### src/rtl/uart_rx_sampler.sv
// rtl/uart_rx_sampler.sv - 8N1 serial receiver sampling mid-bit, one-cycle valid strobe per framed byte
module uart_rx_sampler #(
  parameter int FREQUENCY = 50000000,
  parameter int BAUD      = 19200
) (
  input  logic       clk,
  input  logic       rstn,
  input  logic       rx,
  output logic [7:0] data,
  output logic       valid
);

  localparam int DIV  = (FREQUENCY + BAUD / 2) / BAUD;
  localparam int HALF = DIV / 2;
  localparam int CW   = $clog2(DIV);
  localparam logic [CW-1:0] DIV_M1  = CW'(DIV - 1);
  localparam logic [CW-1:0] HALF_M1 = CW'(HALF - 1);

  generate
    if (DIV < 8) begin : g_div_check
      $error("uart_rx_sampler: FREQUENCY/BAUD must give at least 8 clocks per bit");
    end
  endgenerate

  typedef enum logic [2:0] {
    S_IDLE,
    S_START,
    S_DATA,
    S_STOP,
    S_BREAK
  } state_t;

  state_t        state;
  logic [1:0]    sync;
  logic [CW-1:0] cnt;
  logic [2:0]    bit_idx;
  logic [7:0]    shift;
  logic          rxs;

  assign rxs = sync[1];

  always_ff @(posedge clk) begin
    if (!rstn) begin
      state   <= S_IDLE;
      sync    <= 2'b11;
      cnt     <= '0;
      bit_idx <= '0;
      shift   <= '0;
      data    <= 8'h00;
      valid   <= 1'b0;
    end else begin
      sync  <= {sync[0], rx};
      valid <= 1'b0;
      case (state)
        S_IDLE: begin
          if (!rxs) begin
            cnt   <= '0;
            state <= S_START;
          end
        end
        // Re-check the start bit at its centre; a high line here was a glitch.
        S_START: begin
          if (cnt == HALF_M1) begin
            cnt <= '0;
            if (!rxs) begin
              bit_idx <= '0;
              state   <= S_DATA;
            end else begin
              state <= S_IDLE;
            end
          end else begin
            cnt <= cnt + 1'b1;
          end
        end
        S_DATA: begin
          if (cnt == DIV_M1) begin
            cnt     <= '0;
            shift   <= {rxs, shift[7:1]};
            bit_idx <= bit_idx + 1'b1;
            if (bit_idx == 3'd7) state <= S_STOP;
          end else begin
            cnt <= cnt + 1'b1;
          end
        end
        // Leave at mid stop bit so a start bit directly behind it is not missed.
        S_STOP: begin
          if (cnt == DIV_M1) begin
            cnt <= '0;
            if (rxs) begin
              data  <= shift;
              valid <= 1'b1;
              state <= S_IDLE;
            end else begin
              state <= S_BREAK;
            end
          end else begin
            cnt <= cnt + 1'b1;
          end
        end
        S_BREAK: begin
          if (rxs) state <= S_IDLE;
        end
        default: state <= S_IDLE;
      endcase
    end
  end

endmodule

### config.mk
export PLATFORM = sky130hd
export DESIGN_NAME = uart_rx_sampler
export DESIGN_NICKNAME = d
export VERILOG_FILES = /design/src/rtl/uart_rx_sampler.sv
export SDC_FILE = /design/constraint.sdc
export NUM_CORES = 1
export LEC_CHECK = 0
export ABC_AREA = 1
export CORE_MARGIN = 2
export CORE_UTILIZATION = 40
export DETAILED_ROUTE_END_ITERATION = 8
export HOLD_SLACK_MARGIN = 0.12
export PLACE_DENSITY = 0.55
export RECOVER_POWER = 50
export SETUP_SLACK_MARGIN = 0.4
export SYNTH_ARGS = -nofsm -noshare
export SYNTH_HDL_FRONTEND = slang
export SYNTH_SLANG_ARGS = --single-unit
### constraint.sdc
create_clock -name clk -period 3.64 [get_ports clk]
set_input_delay 0.728 -clock clk [delete_from_list [all_inputs] [get_ports clk]]
set_output_delay 0.728 -clock clk [all_outputs]
set_load 0.05 [all_outputs]
== Word level (Yosys, flattened, before mapping) ==
Index checks and enable logic that the tools add are counted.
Word-level totals
  word-level logic and storage cells: 51
  RAM bits: 0
  bits of input ports: 3
  memories: 0
  bits in registers: 37
  memory bits (read-only): 0
  output and inout bits: 9
  latch bits: 0
Cells by class
  multipliers: 0
  add/subtract/negate cells: 2
  muxes and demuxes: 18
  magnitude comparators: 0
  reduce and logical (&&, ||, !) cells: 10
  divide/modulo/power cells: 0
  equality and inequality tests: 14
  shifts and indexed selects: 0
  bitwise operators: 0
Operators by type and width (number)
  2-to-1 mux 12 bit: 3
  one-hot mux 12 bit (3 select lines): 1
  2-to-1 mux 3 bit: 10
  one-hot mux 3 bit (5 select lines): 1
  != test 2 bit (second input constant): 7
  adder 12 x 1 -> 12 bit (second input constant): 1
  == test 12 x 11 -> 1 bit (second input constant): 1
  == test 12 bit (second input constant): 1
  == test 3 x 2 -> 1 bit (second input constant): 2
  == test 3 bit (second input constant): 2
  one-hot mux 3 bit (2 select lines): 1
  AND reduction 3 bit: 2
  AND reduction 6 bit: 1
  AND reduction 2 bit: 2
  AND reduction 4 bit: 1
  adder 3 x 1 -> 3 bit (second input constant): 1
  == test 3 x 1 -> 1 bit (second input constant): 1
  zero test 3 bit: 1
  nonzero test 3 bit: 1
  2-to-1 mux 2 bit: 1
  nonzero test 2 bit: 1
  OR reduction 2 bit: 1
  2-to-1 mux 1 bit: 1

== Depth between registers and ports, before layout ==
  word-level depth: 4
  mapped depth: 11
  depth with buffers taken out: 11

== Worst setup path after synthesis ==
OpenSTA, ideal clock, no wires.
  path type: reg2reg
  start: register cnt[0]
  end: register shift[7]
  stages on the path, launching flop included: 10
  required time: 3.512 ns
  arrival: 1.433 ns
  library setup time: 0.128 ns
  slack: 2.079 ns
  period minus slack after synthesis: 1.561 ns
  cell sequence: dfxtp_1 -> ha_1 -> nand2_2 -> nor2_2 -> nand3_4 -> nor3_4 -> buf_6 -> nand2_1 -> o21ai_1 -> nor2_1
On the way
  cells in the longest elaborated chain, start to end: 2
Ends and longest elaborated chain
  start: declaration: line 35  | logic [CW-1:0] cnt;
  start signal: assignment: line 72  | cnt <= cnt + 1'b1;
  start signal: assignment: line 82  | cnt <= cnt + 1'b1;
  start signal: assignment: line 97  | cnt <= cnt + 1'b1;
  == test 12 bit: line 76  | if (cnt == DIV_M1) begin
  AND reduction 2 bit (no source line)
  end signal: assignment: line 78  | shift <= {rxs, shift[7:1]};
  end: declaration: line 37  | logic [7:0] shift;
Every way passes these cells.
A chain may end at the register's enable or synchronous reset.

== Worst setup path in the final report ==
  start: input port rstn
  end: register sync[0]
RTL lines
  start: declaration: line 7  | input logic rstn,
  end signal: assignment: line 52  | sync <= {sync[0], rx};
  end: declaration: line 34  | logic [1:0] sync;
No word-level cell between the ends.

==> impl_metrics.ini <==
[run_status]
status = complete, no violations

[clocking]
insertion_delay_ns = 0.28
cts_sinks = 37
cts_buffers = 5
postCtsResizedCells = 0
cts_hold_buffers = 0
clk_pin_slew_ns = 0.07
clockBufferDepth = 2
htree_levels = 2
cts_root_buffer = clkbuf_8
postCtsSetupRepairBufs = 0
tritoncts = yes

[die]
io_pins = 12
coreArea_sq_um = 4090
row_count = 23
die_h_microns = 69.9
die_area_sq_um = 4880
start_util_pct = 42.5
dieWidth_microns = 69.9

[critical_path]
path_buf_inv = 3
rr_startpoint = cnt[0]$_SDFFE_PN0P_
max_stage_delay_ns = 0.67
cp_top_family = buffers and inverters
cp_cell_sequence = dlygate4sd3_1 > clkbuf_1 > inv_1 > or2_2
arrival_ns = 2.69
slowest_stage = clkbuf_1
rr_endpoint = data[4]$_SDFFE_PN0P_
end_kind = flip-flop
crit_type = input pin to flip-flop
r2r_slack_ns = 1.42
required_ns = 3.81
crit_fanout = 23
cp-start-kind = input pin
r2r_cells = 7

[timing]
finalSetupTns_ns = 0
fmax_mhz = 398
tightestPinTransition_ns = 0.890
finalHoldWorstSlack_ns = 0.419
setup_ws_ns = 1.13
fin_crit_ns = 2.51
hold_viol_final = 0
relSlewSlack_pct = 40.7
maxSlewViolCount = 0
fin_skew_ns = 0.00255
fin_crit_sh_pct = 69.1
setup_violations = 0
rsz0062_at_grt = false

[logic_synthesis]
ys.warnings.count = 0
synth_nets = 243
synthDistinctLibCells = 27
ys_seq_area_share_pct = 42.7
syn_area_sq_um = 1740
postSynthAreaPerCell_sq_um = 7.36
synth-seq-cells = 37
netlist_instances = 236

[cells_and_area]
stdcell_count = 301
diodes = 0
nNetsFinal = 257
area_growth_pct = 12.7
layout-drive-gt1-share_pct = 8.76

[routing]
postRouteAntennaNets = 0
wirelength_microns = 3520
drt-vias-per-instance = 4.81
drt-initial-drc-count = 119
first_pass_iters = 4
num_vias = 1447
drt_drc_violations_left = 0
wire_per_inst_microns = 11.7

[global_routing]
grt_pass1_vias = 1436
antenna_found_initial = 0
overflow = 0
grt_start_max_net_pins = 24
use_met1_pct = 19.9
busiest_layer = met2
grtUsageMet2_pct = 25.4
grtUsageTotal_pct = 15.6
grt_pass1_wl_microns = 6240
grtUsageMet3_pct = 3.90

[worst_hold_path]
hold_depth = 1
hold_start = sync[0]$_SDFF_PN1_
worstHoldEndpoint = sync[1]$_SDFF_PN1_
holdCritPathClass = flip-flop to flip-flop

[power]
power_switching_mw = 0.275
total_leakage_power_nw = 0.773
powerDensity_nw_per_um2 = 459
p_total_mw = 0.898
seq_power_share_pct = 48.9
p_int_mw = 0.623
clock_power_share_pct = 33.2
ir_drop_uv = 288
swShare_pct = 30.7
comb_power_share_pct = 18.0

[placement]
place_ws_ns = 1.54
detailed_place_hpwl_microns = 2570
io_buffers = 11
gp_congestion = 0.802
place_inst = 293

[run]
drv_cap = 0
==> power by group through the flow <==
stage | sequential [mW] | combinational (mW) | clock (mW)
after floorplan | 0.444 | 0.129 | 0
after global placement | 0.449 | 0.168 | 0
after detailed placement | 0.449 | 0.166 | 0
after CTS | 0.439 | 0.167 | 0.310
after global routing | 0.441 | 0.189 | 0.327
final | 0.439 | 0.161 | 0.298
==> worst register-to-register path, cell delays in order (launching register included) <==
cell and delay, ns:
dfxtp_1 0.40, ha_1 0.25, nand2_2 0.07, nor2_1 0.12, nand3_1 0.27, nor2_1 0.70
o21ai_0 0.16, a21oi_1 0.17
==> cell usage in the layout (no fill, tap or decap), drive strengths merged <==
master / synthesis / layout
a21oi: 25 / 25
clkdlybuf4s50: 0 / 10
inv: 32 / 32
nand4: 5 / 5
nand3b: 2 / 2
nand3: 12 / 12
nand2: 50 / 50
ha: 4 / 4
nor3: 6 / 6
dlygate4sd3: 0 / 1
or2: 3 / 3
clkbuf: 3 / 7
nor2: 25 / 25
dfxtp: 37 / 37
clkinv: 0 / 2
o21ai: 28 / 28
xor2: 2 / 2
==> flip-flops by register name (all words and copies together) (netlist names) <==
register,flops
bit_idx,3
valid,1
cnt,12
sync,2
shift,8
data,8
state,3
==> worst max path at each step <==
stage,startpoint,end,slack [ns],cells past startpoint
after floorplan,cnt[0]$_SDFFE_PN0P_,shift[7]$_SDFFE_PN0P_,2.08,9
after global placement,rstn,sync[1]$_SDFF_PN1_,1.56,4
after detailed placement,rstn,sync[0]$_SDFF_PN1_,1.54,4
after CTS,data[0]$_SDFFE_PN0P_,data[0],1.46,1
after global routing,rstn,sync[0]$_SDFF_PN1_,0.97,4
final,rstn,sync[0]$_SDFF_PN1_,1.13,4
==> per-stage QoR <==
stage	instance area, sq um	util [%]
floorplan	1740	-
global placement	1890	46.2
detailed placement	1890	46.2
CTS	1980	48.5
global route	1960	47.9
finish	1960	47.9
==> per-layer routing <==
layer / part of all wire (%) / up-vias
li1: - / 792
met1: 49 / 631
met2: 46 / 20
met3: 3.3 / 4
met4: 1.0 / 0
met5: 0 / -
==> synth_stat cells <==
cell | n | share of area (%)
buf_6 | 1 | 0.65
nor3_2 | 1 | 0.58
clkbuf_1 | 3 | 0.65
nand3_1 | 11 | 3.2
o21ai_1 | 1 | 0.29
nand2_1 | 44 | 9.5
dfxtp_1 | 37 | 43
nor2_4 | 1 | 0.65
o21ai_0 | 26 | 7.5
or2_2 | 3 | 1.1
nand4_1 | 5 | 1.8
inv_2 | 2 | 0.43
nand2_2 | 5 | 1.8
nand3b_1 | 2 | 0.86
ha_1 | 4 | 2.9
nor2_1 | 22 | 4.8
nand3_4 | 1 | 1.0
inv_1 | 30 | 6.5
buf_4 | 1 | 0.43
o21ai_4 | 1 | 0.94
nor3_4 | 1 | 0.94
xor2_1 | 2 | 1.0
nor2_2 | 2 | 0.72
nand2_4 | 1 | 0.65
a21oi_1 | 24 | 6.9
a21oi_2 | 1 | 0.50
nor3_1 | 4 | 1.2
==> area by class of cell <==
cell class | count | area, sq um
Clock buffer | 6 | 82.6
Clock inverter | 2 | 13.8
Fill cell | 430 | 2130
Inverter | 32 | 120
Multi-Input combinational cell | 162 | 823
Sequential cell | 37 | 741
Tap cell | 50 | 62.6
Timing Repair Buffer | 12 | 114
==> cells by family after synthesis <==
| kind of cell | Yosys count | synth area share (%) |
|---|---|---|
| and+or+nand+nor | 103 | 28.7 |
| AOI/OAI and AO/OA | 53 | 16.1 |
| buffers and inverters | 37 | 8.65 |
| DFF | 37 | 42.7 |
| adders and majority gates | 4 | 2.88 |
| xor gates and xnor gates | 2 | 1.01 |
(Power assumes the default switching activity.)
